==> src/rtl/spi_sensor_responder.sv <==
// spi_sensor_responder: SPI mode-0 responder emulating the sensor on the far
// end of the sensor link. SCLK/CS/MOSI are oversampled on clk_i. A host-loaded
// sample is served MSB first on MISO, and the word shifted in on MOSI is
// captured and presented on rx_data_o.
//
// Optional feature: define SPI_RESP_FRAME_CNT_EN to add the 8-bit
// completed-frame counter on frame_cnt_o.
module spi_sensor_responder #(
  parameter int DATA_W = 16
) (
  input  logic              clk_i,
  input  logic              reset_i,
  input  logic              sclk_i,
  input  logic              cs_n_i,
  input  logic              mosi_i,
  output logic              miso_o,
  output logic              miso_oe_o,
  input  logic [DATA_W-1:0] sample_i,
  input  logic              we_sample_i,
  output logic [DATA_W-1:0] rx_data_o,
  output logic              rx_valid_o,
  output logic              busy_o
`ifdef SPI_RESP_FRAME_CNT_EN
  ,
  output logic [7:0]        frame_cnt_o
`endif
);

  localparam int CNT_W = $clog2(DATA_W + 1);

  typedef enum logic [1:0] {
    ST_IDLE  = 2'd0,
    ST_LOAD  = 2'd1,
    ST_SHIFT = 2'd2,
    ST_DONE  = 2'd3
  } state_e;

  // Synchronizer stages [1:0] plus edge-detect stage [2].
  logic [2:0] sclk_sync_q;
  logic [2:0] cs_sync_q;
  logic [1:0] mosi_sync_q;

  state_e              state_q, state_d;
  logic [DATA_W-1:0]   sample_q, sample_d;
  logic [DATA_W-1:0]   shadow_q, shadow_d;
  logic [DATA_W-1:0]   rx_shift_q, rx_shift_d;
  logic [DATA_W-1:0]   rx_data_q, rx_data_d;
  logic                rx_valid_q, rx_valid_d;
  logic [CNT_W-1:0]    bit_cnt_q, bit_cnt_d;
  logic [CNT_W-1:0]    bit_cnt_inc;
`ifdef SPI_RESP_FRAME_CNT_EN
  logic [7:0]          frame_cnt_q, frame_cnt_d;
`endif

  logic sclk_rise, sclk_fall, cs_fall, cs_rise;
  logic cs_n_s, mosi_s;

  // Input conditioning: two-flop synchronizers followed by an edge register.
  // NOTE: the synchronizers carry no reset; they only follow the pins, and
  // forcing them would fabricate a CS edge when reset releases with CS low.
  always_ff @(posedge clk_i) begin
    sclk_sync_q <= {sclk_sync_q[1:0], sclk_i};
    cs_sync_q   <= {cs_sync_q[1:0], cs_n_i};
    mosi_sync_q <= {mosi_sync_q[0], mosi_i};
  end

  assign sclk_rise = sclk_sync_q[1] & ~sclk_sync_q[2];
  assign sclk_fall = ~sclk_sync_q[1] & sclk_sync_q[2];
  assign cs_fall   = ~cs_sync_q[1] & cs_sync_q[2];
  assign cs_rise   = cs_sync_q[1] & ~cs_sync_q[2];
  assign cs_n_s    = cs_sync_q[1];
  assign mosi_s    = mosi_sync_q[1];

  assign bit_cnt_inc = bit_cnt_q + 1'b1;

  // State and datapath registers with synchronous active-high reset.
  // NOTE: non-blocking assignments keep every register sampling the same
  // pre-edge values, independent of statement order.
  always_ff @(posedge clk_i) begin
    if (reset_i) begin
      state_q     <= ST_IDLE;
      sample_q    <= '0;
      shadow_q    <= '0;
      rx_shift_q  <= '0;
      rx_data_q   <= '0;
      rx_valid_q  <= 1'b0;
      bit_cnt_q   <= '0;
`ifdef SPI_RESP_FRAME_CNT_EN
      frame_cnt_q <= '0;
`endif
    end else begin
      state_q     <= state_d;
      sample_q    <= sample_d;
      shadow_q    <= shadow_d;
      rx_shift_q  <= rx_shift_d;
      rx_data_q   <= rx_data_d;
      rx_valid_q  <= rx_valid_d;
      bit_cnt_q   <= bit_cnt_d;
`ifdef SPI_RESP_FRAME_CNT_EN
      frame_cnt_q <= frame_cnt_d;
`endif
    end
  end

  // Next-state logic for the frame FSM and its datapath.
  // NOTE: every variable gets a default first so no path leaves it unassigned,
  // which would otherwise infer a latch.
  always_comb begin
    state_d     = state_q;
    sample_d    = we_sample_i ? sample_i : sample_q;
    shadow_d    = shadow_q;
    rx_shift_d  = rx_shift_q;
    rx_data_d   = rx_data_q;
    rx_valid_d  = 1'b0;
    bit_cnt_d   = bit_cnt_q;
`ifdef SPI_RESP_FRAME_CNT_EN
    frame_cnt_d = frame_cnt_q;
`endif

    unique case (state_q)
      ST_IDLE: begin
        bit_cnt_d = '0;
        if (cs_fall) state_d = ST_LOAD;
      end

      ST_LOAD: begin
        // Write bypass: a same-cycle host write is what this frame serves.
        shadow_d  = we_sample_i ? sample_i : sample_q;
        bit_cnt_d = '0;
        state_d   = ST_SHIFT;
      end

      ST_SHIFT: begin
        if (cs_rise) begin
          // Abort has priority over a coincident rise; the bit is dropped.
          bit_cnt_d = '0;
          state_d   = ST_IDLE;
        end else if (sclk_rise) begin
          rx_shift_d = {rx_shift_q[DATA_W-2:0], mosi_s};
          bit_cnt_d  = bit_cnt_inc;
          if (bit_cnt_inc == CNT_W'(DATA_W)) state_d = ST_DONE;
        end else if (sclk_fall && (bit_cnt_q != '0)) begin
          // A fall before the first rise of this frame is the trailing fall of
          // the previous back-to-back frame and must not consume the MSB.
          shadow_d = shadow_q << 1;
        end
      end

      ST_DONE: begin
        rx_data_d   = rx_shift_q;
        rx_valid_d  = 1'b1;
`ifdef SPI_RESP_FRAME_CNT_EN
        frame_cnt_d = frame_cnt_q + 8'd1;
`endif
        state_d     = cs_n_s ? ST_IDLE : ST_LOAD;
      end

      default: state_d = ST_IDLE;
    endcase
  end

  assign miso_oe_o  = (state_q != ST_IDLE);
  assign miso_o     = miso_oe_o & shadow_q[DATA_W-1];
  assign busy_o     = (state_q == ST_LOAD) || (state_q == ST_SHIFT);
  assign rx_data_o  = rx_data_q;
  assign rx_valid_o = rx_valid_q;
`ifdef SPI_RESP_FRAME_CNT_EN
  assign frame_cnt_o = frame_cnt_q;
`endif

endmodule

==> config.mk <==
export PLATFORM = sky130hd
export DESIGN_NAME = spi_sensor_responder
export DESIGN_NICKNAME = d
export VERILOG_FILES = /design/src/rtl/spi_sensor_responder.sv
export SDC_FILE = /design/constraint.sdc
export NUM_CORES = 1
export LEC_CHECK = 0
export BUFFER_PORTS_ARGS = -buffer_cell sky130_fd_sc_hd__buf_4
export CELL_PAD_IN_SITES_DETAIL_PLACEMENT = 0
export CELL_PAD_IN_SITES_GLOBAL_PLACEMENT = 1
export CORE_UTILIZATION = 43
export CTS_CLUSTER_DIAMETER = 150
export DETAILED_ROUTE_END_ITERATION = 7
export HOLD_SLACK_MARGIN = 0.03
export PLACE_DENSITY_LB_ADDON = 0.1
export SETUP_SLACK_MARGIN = 0.3
export SLEW_MARGIN = 20
export SYNTH_ARGS = -nofsm -noshare
export SYNTH_HDL_FRONTEND = slang
export SYNTH_SLANG_ARGS = --single-unit
==> constraint.sdc <==
create_clock -name clk_i -period 2.1 [get_ports clk_i]
set_input_delay 0.105 -clock clk_i [delete_from_list [all_inputs] [get_ports clk_i]]
set_output_delay 0.105 -clock clk_i [all_outputs]
set_load 0.01 [all_outputs]
==> qor.yml, run 1 <==
route:
  drc: 0
  ant_nets: 0
  dr_total_vias: 2404
  drt_iter0_markers: 79
  routed_wl_mm: 5.96
  via_per_inst: 4.85
  avgRoutedWirePerCell_um: 12.0
  firstDrtPassIters: 4
floorplanning:
  dieHeight_um: 87.1
  io_pins: 42
  rows: 30
  dieArea_um2: 7580
  dieWidth_um: 87.1
  start_util_pct: 45.0
  core_area_um2: 6910
logic_synthesis:
  syn_nets: 364
  synth_most_common_cell: "dfxtp_1"
  synth_commonest_cells: "80 x dfxtp_1, 51 x nor2_1, 50 x nand2_1"
  yosys_warnings: 0
  netlist.area_leader.share_pct: 51.5
  netlist_area_um2: 3110
  ys_seq_elements: 80
  dominantRegCellSynth: "dfxtp_1"
  syn_inst: 336
  synth.area.top_cells: "dfxtp_1 51%, mux2i_1 15%, nor2_1 6.2%"
  syn_avg_cell_area_um2: 9.26
  synth_top_area_cell: "dfxtp_1"
  async_reset_ff_share_pct: 0
  ys_types: 34
  synth_edf_count: 0
  seq_area_frac_synth_pct: 51.5
worst_setup_path:
  rrSetupSlack_ns: 0.24
  end_kind: "flop"
  reg2regPathDepth: 7
  r2r-end: "shadow_q[3]"
  crit_required_ns: 2.31
  r2r_start: "bit_cnt_q[0]"
  cp-start-kind: "flop"
  critPathLaunch: "bit_cnt_q[0]"
  critPathKind: "flop to flop"
  worst_ep_arrival_time_ns: 2.07
  cp_max_fo: 7
sta:
  fin_setup_tns_ns: 0
  worstMarginPinSlew_ns: 0.746
  max_freq_mhz: 536
  slew_headroom_pct: 50.3
  slew_violations: 0
  period_needed_ns: 1.86
  finalSetupViolations: 0
  grt_setup_unrepaired: "true"
  hold_violations: 0
  skew_ns: 0.00650
  timing.final.crit_share_pct: 88.8
finish:
  nFillCells: 663
  syn_to_final_growth_pct: 27.3
  drive_above_1_share_pct: 19.5
  fin_nets: 423
  diodes: 0
  ff_latch_area_um2: 1610
  multi_input_area_um2: 1420
global_routing:
  grt_first_pass_wirelength_mm: 9.60
  grt_use_met2_pct: 26.2
  grt_max_degree: 74
  grt_use_total_pct: 16.3
  grt_pass1_vias: 2171
  busiest_layer: "met2"
  grtUsageMet3_pct: 3.32
  met1_usage_pct: 20.1
  antenna_found_initial: 0
  grt_overflow: 0
clock_tree:
  cts_buffer_depth: 2
  cts_inserted_buffers: 9
  h-tree-depth: 3
  cts_root_buffer: "clkbuf_8"
  clk_pin_slew_ns: 0.08
  cts_tree: "done"
  cts_sinks: 80
  clkLatencyLatePin_ns: 0.34
pwr:
  leakage_nw: 1.63
  total_power_mw: 3.50
  seqPwrFrac_pct: 47.3
  p_sw_share_pct: 28.1
  internal-power_mw: 2.52
  clkPwrFrac_pct: 31.6
  combPwrFrac_pct: 21.1
  ir_worst_vdd_v: 0.000396
  power_switching_mw: 0.983
  p_per_area_nw_per_um2: 885
hold_path:
  min_to: "sample_q[4]"
  hold_class: "input pin to flop"
  whs_path_depth: 3
  hp-start: "sample_i[4]"
place:
  hpwl_mm: 3.67
  numPortBuffers: 41
  place_congestion: 0.791
status:
  status: "complete, no violations"
flow_run:
  cap_viol_max_count: 0
-- routing by layer --
metal | vias up | part of all wire (%) | wire length [um]
met5 | - | 0 | 0
met3 | 10 | 2.7 | 158
li1 | 1244 | - | -
met1 | 1117 | 50 | 2960
met4 | 0 | 1.9 | 113
met2 | 33 | 46 | 2730
-- placed cells by master, fill, tap and decap left out, drive strengths merged, types with 6 or more instances in the layout --
master       Yosys  layout
clkbuf          10      10
a21oi           20      20
buf             10      50
dfxtp           80      80
nor2b            6       6
o21ai           18      18
ha               6       6
dlygate4sd3      0      17
nand2           50      50
mux2i           48      48
nor2            51      51
inv              7       8
-- registers in the layout (all words and copies together), names as in the netlist --
register and cells:
cs_sync_q 3, mosi_sync_q 2, sample_q 16, state_q 2
rx_data_o 16, sclk_sync_q 3, bit_cnt_q 5, shadow_q 16
rx_valid_o 1, rx_shift_q 16
-- worst max path at each step --
stage	cells past startpoint	to	slack, ns
2_1_floorplan	7	shadow_q[6]	0.31
3_3_place_gp	7	rx_shift_q[7]	0.27
3_5_place_dp	7	shadow_q[4]	0.24
4_1_cts	7	shadow_q[4]	0.27
5_1_grt	7	shadow_q[3]	0.19
6_report	7	shadow_q[3]	0.24
-- cells by family after synthesis --
group                      share of synthesized area (%)
muxes                                               15.4
AOI/OAI and AO/OA                                   9.82
DFF                                                 51.5
adders and majority gates                           2.41
and+or+nand+nor                                     17.1
buffers and inverters                               3.74
-- worst max-delay path: stages, from the launching register on --
cell and delay, ns:
dfxtp_4 0.35, inv_2 0.04, ha_2 0.15, or4b_4 0.48, a41oi_4 0.24, clkbuf_16 0.22
mux2i_1 0.19, nor2_1 0.05
-- final cells by class --
| class | count | area share [%] |
|---|---|---|
| clock buffers | 9 | 3.13 |
| clock inverters | 7 | 1.80 |
| inverters | 7 | 0.664 |
| multi-input cells | 229 | 36.0 |
| flip-flops and latches | 80 | 40.6 |
| well taps | 96 | 3.03 |
| repair buffers | 68 | 14.8 |
-- power groups by stage --
stage | clock [mW] | combinational [mW] | sequential, mW
after floorplan | 0 | 0.477 | 1.68
after CTS | 1.14 | 0.678 | 1.66
after global routing | 1.20 | 0.802 | 1.67
after detailed placement | 0 | 0.648 | 1.69
final | 1.11 | 0.738 | 1.66
after global placement | 0 | 0.643 | 1.69
-- through the flow --
step,util [%],area [um2],hold WS (ns),setup WS (ns),instances
after global routing,57.3,3960,0.0602,0.187,496
final,57.3,3960,0.0355,0.236,496
after floorplan,-,3110,0.133,0.314,336
after CTS,56.2,3880,0.0336,0.271,492
after global placement,50.8,3510,0.211,0.267,459
after detailed placement,50.8,3510,0.210,0.237,459
-- timing repair --
| action | 4_1_cts | 5_1_grt |
|---|---|---|
| resized for setup | 1 | 10 |
| hold buffers | 17 | 0 |
| buffers inserted | 0 | 3 |
| endpoints found under the setup margin | 32 | 36 |
| endpoints found under the hold margin | 17 | 0 |
| cloned | 0 | 1 |
Power figures use the tool's default switching activity.
==> run 2: changes to the inputs <==
==> constraint.sdc (replaced) <==
create_clock -name clk_i -period 2.1 [get_ports clk_i]
set_input_delay 0.42 -clock clk_i [delete_from_list [all_inputs] [get_ports clk_i]]
set_output_delay 0.42 -clock clk_i [all_outputs]
set_load 0.01 [all_outputs]
==> qor.yml, run 2 (synthesized netlist as in run 1, its figures left out) <==
finish:
  layout_commonest_cell: "dfxtp_1"
  fin_nets: 406  # -4.0%
  diodes: 0  # unchanged
  drive_above_1_share_pct: 20.9  # +1.4 points
  nFillCells: 672  # +1.4%
  layout_common_cells: "76 x dfxtp_1, 51 x nor2_1, 50 x nand2_1, 48 x mux2i_1, 48 x buf_4"
  syn_to_final_growth_pct: 23.3
  final_core_util_pct: 55.5  # -1.8 points
clock_tree:
  clkLatencyLatePin_ns: 0.34  # about the same
  cts_buffer_depth: 2  # unchanged
  cts_tree: "done"
  cts_root_buffer: "clkbuf_8"
  h-tree-depth: 3  # unchanged
  cts_inserted_buffers: 9  # unchanged
  ctsHoldBuffers: 0  # -17
  cts_sinks: 80  # unchanged
  clk_pin_slew_ns: 0.08  # about the same
place:
  hpwl_mm: 3.75  # +2.2%
  place_congestion: 0.763  # -3.6%
  numPortBuffers: 41  # unchanged
worst_setup_path:
  critPathMaxStageDelay_ns: 0.48  # about the same
  crit_buf_inv: 2  # unchanged
  crit_chain: "inv_2 > ha_2 > or4b_4 > a41oi_4 > clkbuf_16 > mux2i_1 > nor2_1"
  critPathKind: "flop to flop"
  cp-start-kind: "flop"
  worst_ep_arrival_time_ns: 2.08  # about the same
  cp_max_fo: 7  # unchanged
  end_kind: "flop"
  crit_family: "simple AND/OR/NAND/NOR gates"
  critPathSlowestCell: "or4b_4"
  crit_required_ns: 2.31  # about the same
floorplanning:
  start_util_pct: 45.0  # unchanged
  dieWidth_um: 87.1  # unchanged
  dieArea_um2: 7580  # unchanged
  io_pins: 42  # unchanged
  core_area_um2: 6910  # unchanged
  rows: 30  # unchanged
  dieHeight_um: 87.1  # unchanged
pwr:
  seqPwrFrac_pct: 45.4  # -1.9 points
  ir_worst_vdd_v: 0.000499  # +26%
  leakage_nw: 1.56  # -4.1%
  internal-power_mw: 2.67  # +6.0%
  clkPwrFrac_pct: 34.6  # +3.0 points
  total_power_mw: 3.65  # +4.3%
  p_per_area_nw_per_um2: 953  # +7.7%
  power_switching_mw: 0.982  # -0.12%
  combPwrFrac_pct: 19.9  # -1.2 points
  p_sw_share_pct: 26.9  # -1.2 points
route:
  ant_nets: 0  # unchanged
  routed_wl_mm: 5.97  # about the same
  via_per_inst: 4.86  # +0.32%
  firstDrtPassIters: 4  # unchanged
  drc: 0  # unchanged
  avgRoutedWirePerCell_um: 12.5  # +3.6%
  dr_total_vias: 2329  # -3.1%
  drt_iter0_markers: 35  # -56%
sta:
  finalSetupViolations: 0  # unchanged
  skew_ns: 0.00667  # +0.000170 ns
  worstMarginPinSlew_ns: 0.608  # -0.138 ns
  period_needed_ns: 1.86  # -0.000191 ns
  fin_setup_tns_ns: 0  # unchanged
  max_freq_mhz: 537  # about the same
  grt_setup_unrepaired: "true"
  slew_headroom_pct: 59.5  # +9.2 points
  timing.final.crit_share_pct: 88.8  # about the same
  slew_violations: 0  # unchanged
  hold_violations: 0  # unchanged
global_routing:
  grt_max_degree: 61  # -18%
  grt_overflow: 0  # unchanged
  grt_use_met2_pct: 28.5  # +2.3 points
  antenna_found_initial: 0  # unchanged
  met1_usage_pct: 20.1  # -0.024 points
  grt_use_total_pct: 16.9  # +0.60 points
  grt_pass1_vias: 2219  # +2.2%
  grt_first_pass_wirelength_mm: 9.96  # +3.7%
  busiest_layer: "met2"
  grtUsageMet3_pct: 5.21  # +1.9 points
hold_path:
  hold_class: "input pin to flop"
status:
  status: "complete, no violations"
flow_run:
  cap_viol_max_count: 0  # unchanged
## run 2: cell count changes in the layout (fill, tap and decap cells not counted), sizes merged
cell,delta
clkbuf,+1
bufinv,+1
inv,-1
dlygate4sd3,-17
clkinv,-3
clkinvlp,+2
## run 2: layer usage
| metal | vias to the layer above | part of all wire (%) |
|---|---|---|
| met2 | 35 | 47 |
| met5 | - | 0 |
| li1 | 1207 | - |
| met1 | 1082 | 49 |
| met3 | 5 | 4.0 |
| met4 | 0 | 0.87 |
## run 2: final cells by class
class                           count  area [um2]  area share [%]
Tap cell                           96         120            3.13
Multi-Input combinational cell    229        1430            37.3
Sequential cell                    80        1610            42.0
Inverter                            7        26.3           0.685
Timing Repair Buffer               51         417            10.9
Clock buffer                       10         138            3.59
Clock inverter                      6        92.6            2.42
## run 2: repair_timing
action / 4_1_cts / 5_1_grt
setup buffers: 0 / 2
pin swaps: 0 / 1
resized for setup: 0 / 14
cloned: 0 / 1
setup endpoints to repair: 33 / 41
## run 2: power groups by stage
stage                     combinational (mW)  clock (mW)  sequential, mW
after global placement                 0.641           0            1.69
final                                  0.728        1.27            1.66
after CTS                              0.648        1.30            1.66
after detailed placement               0.644           0            1.69
after floorplan                        0.477           0            1.68
after global routing                   0.800        1.37            1.67
## run 2: stage by stage
stage          setup slack [ns]  hold WS (ns)  cell area, um2  std cells
2_1_floorplan             0.314         0.310            3110        336
3_3_place_gp              0.318         0.312            3520        460
3_5_place_dp              0.233         0.314            3520        460
4_1_cts                   0.218         0.155            3750        476
5_1_grt                   0.172         0.143            3830        479
6_report                  0.236         0.171            3830        479
## run 2: worst register-to-register path, delay by kind of cell (launching register included)
family | cells | cell delay [ns]
simple gates | 2 | 0.53
flops | 1 | 0.37
buf+inv | 2 | 0.27
compound gates | 1 | 0.25
mux | 1 | 0.18
fa+ha+maj | 1 | 0.15
## run 2: path summary, 6_finish.rpt
path | slack [ns] | end | cells past startpoint | from
setup / recovery | 0.24 | shadow_q[4] | 7 | bit_cnt_q[0]
hold / removal | 0.17 | mosi_sync_q[0] | 1 | mosi_i
setup reg to reg | 0.24 | shadow_q[4] | 7 | bit_cnt_q[0]
hold reg to reg | 0.33 | sclk_sync_q[1] | 0 | sclk_sync_q[0]
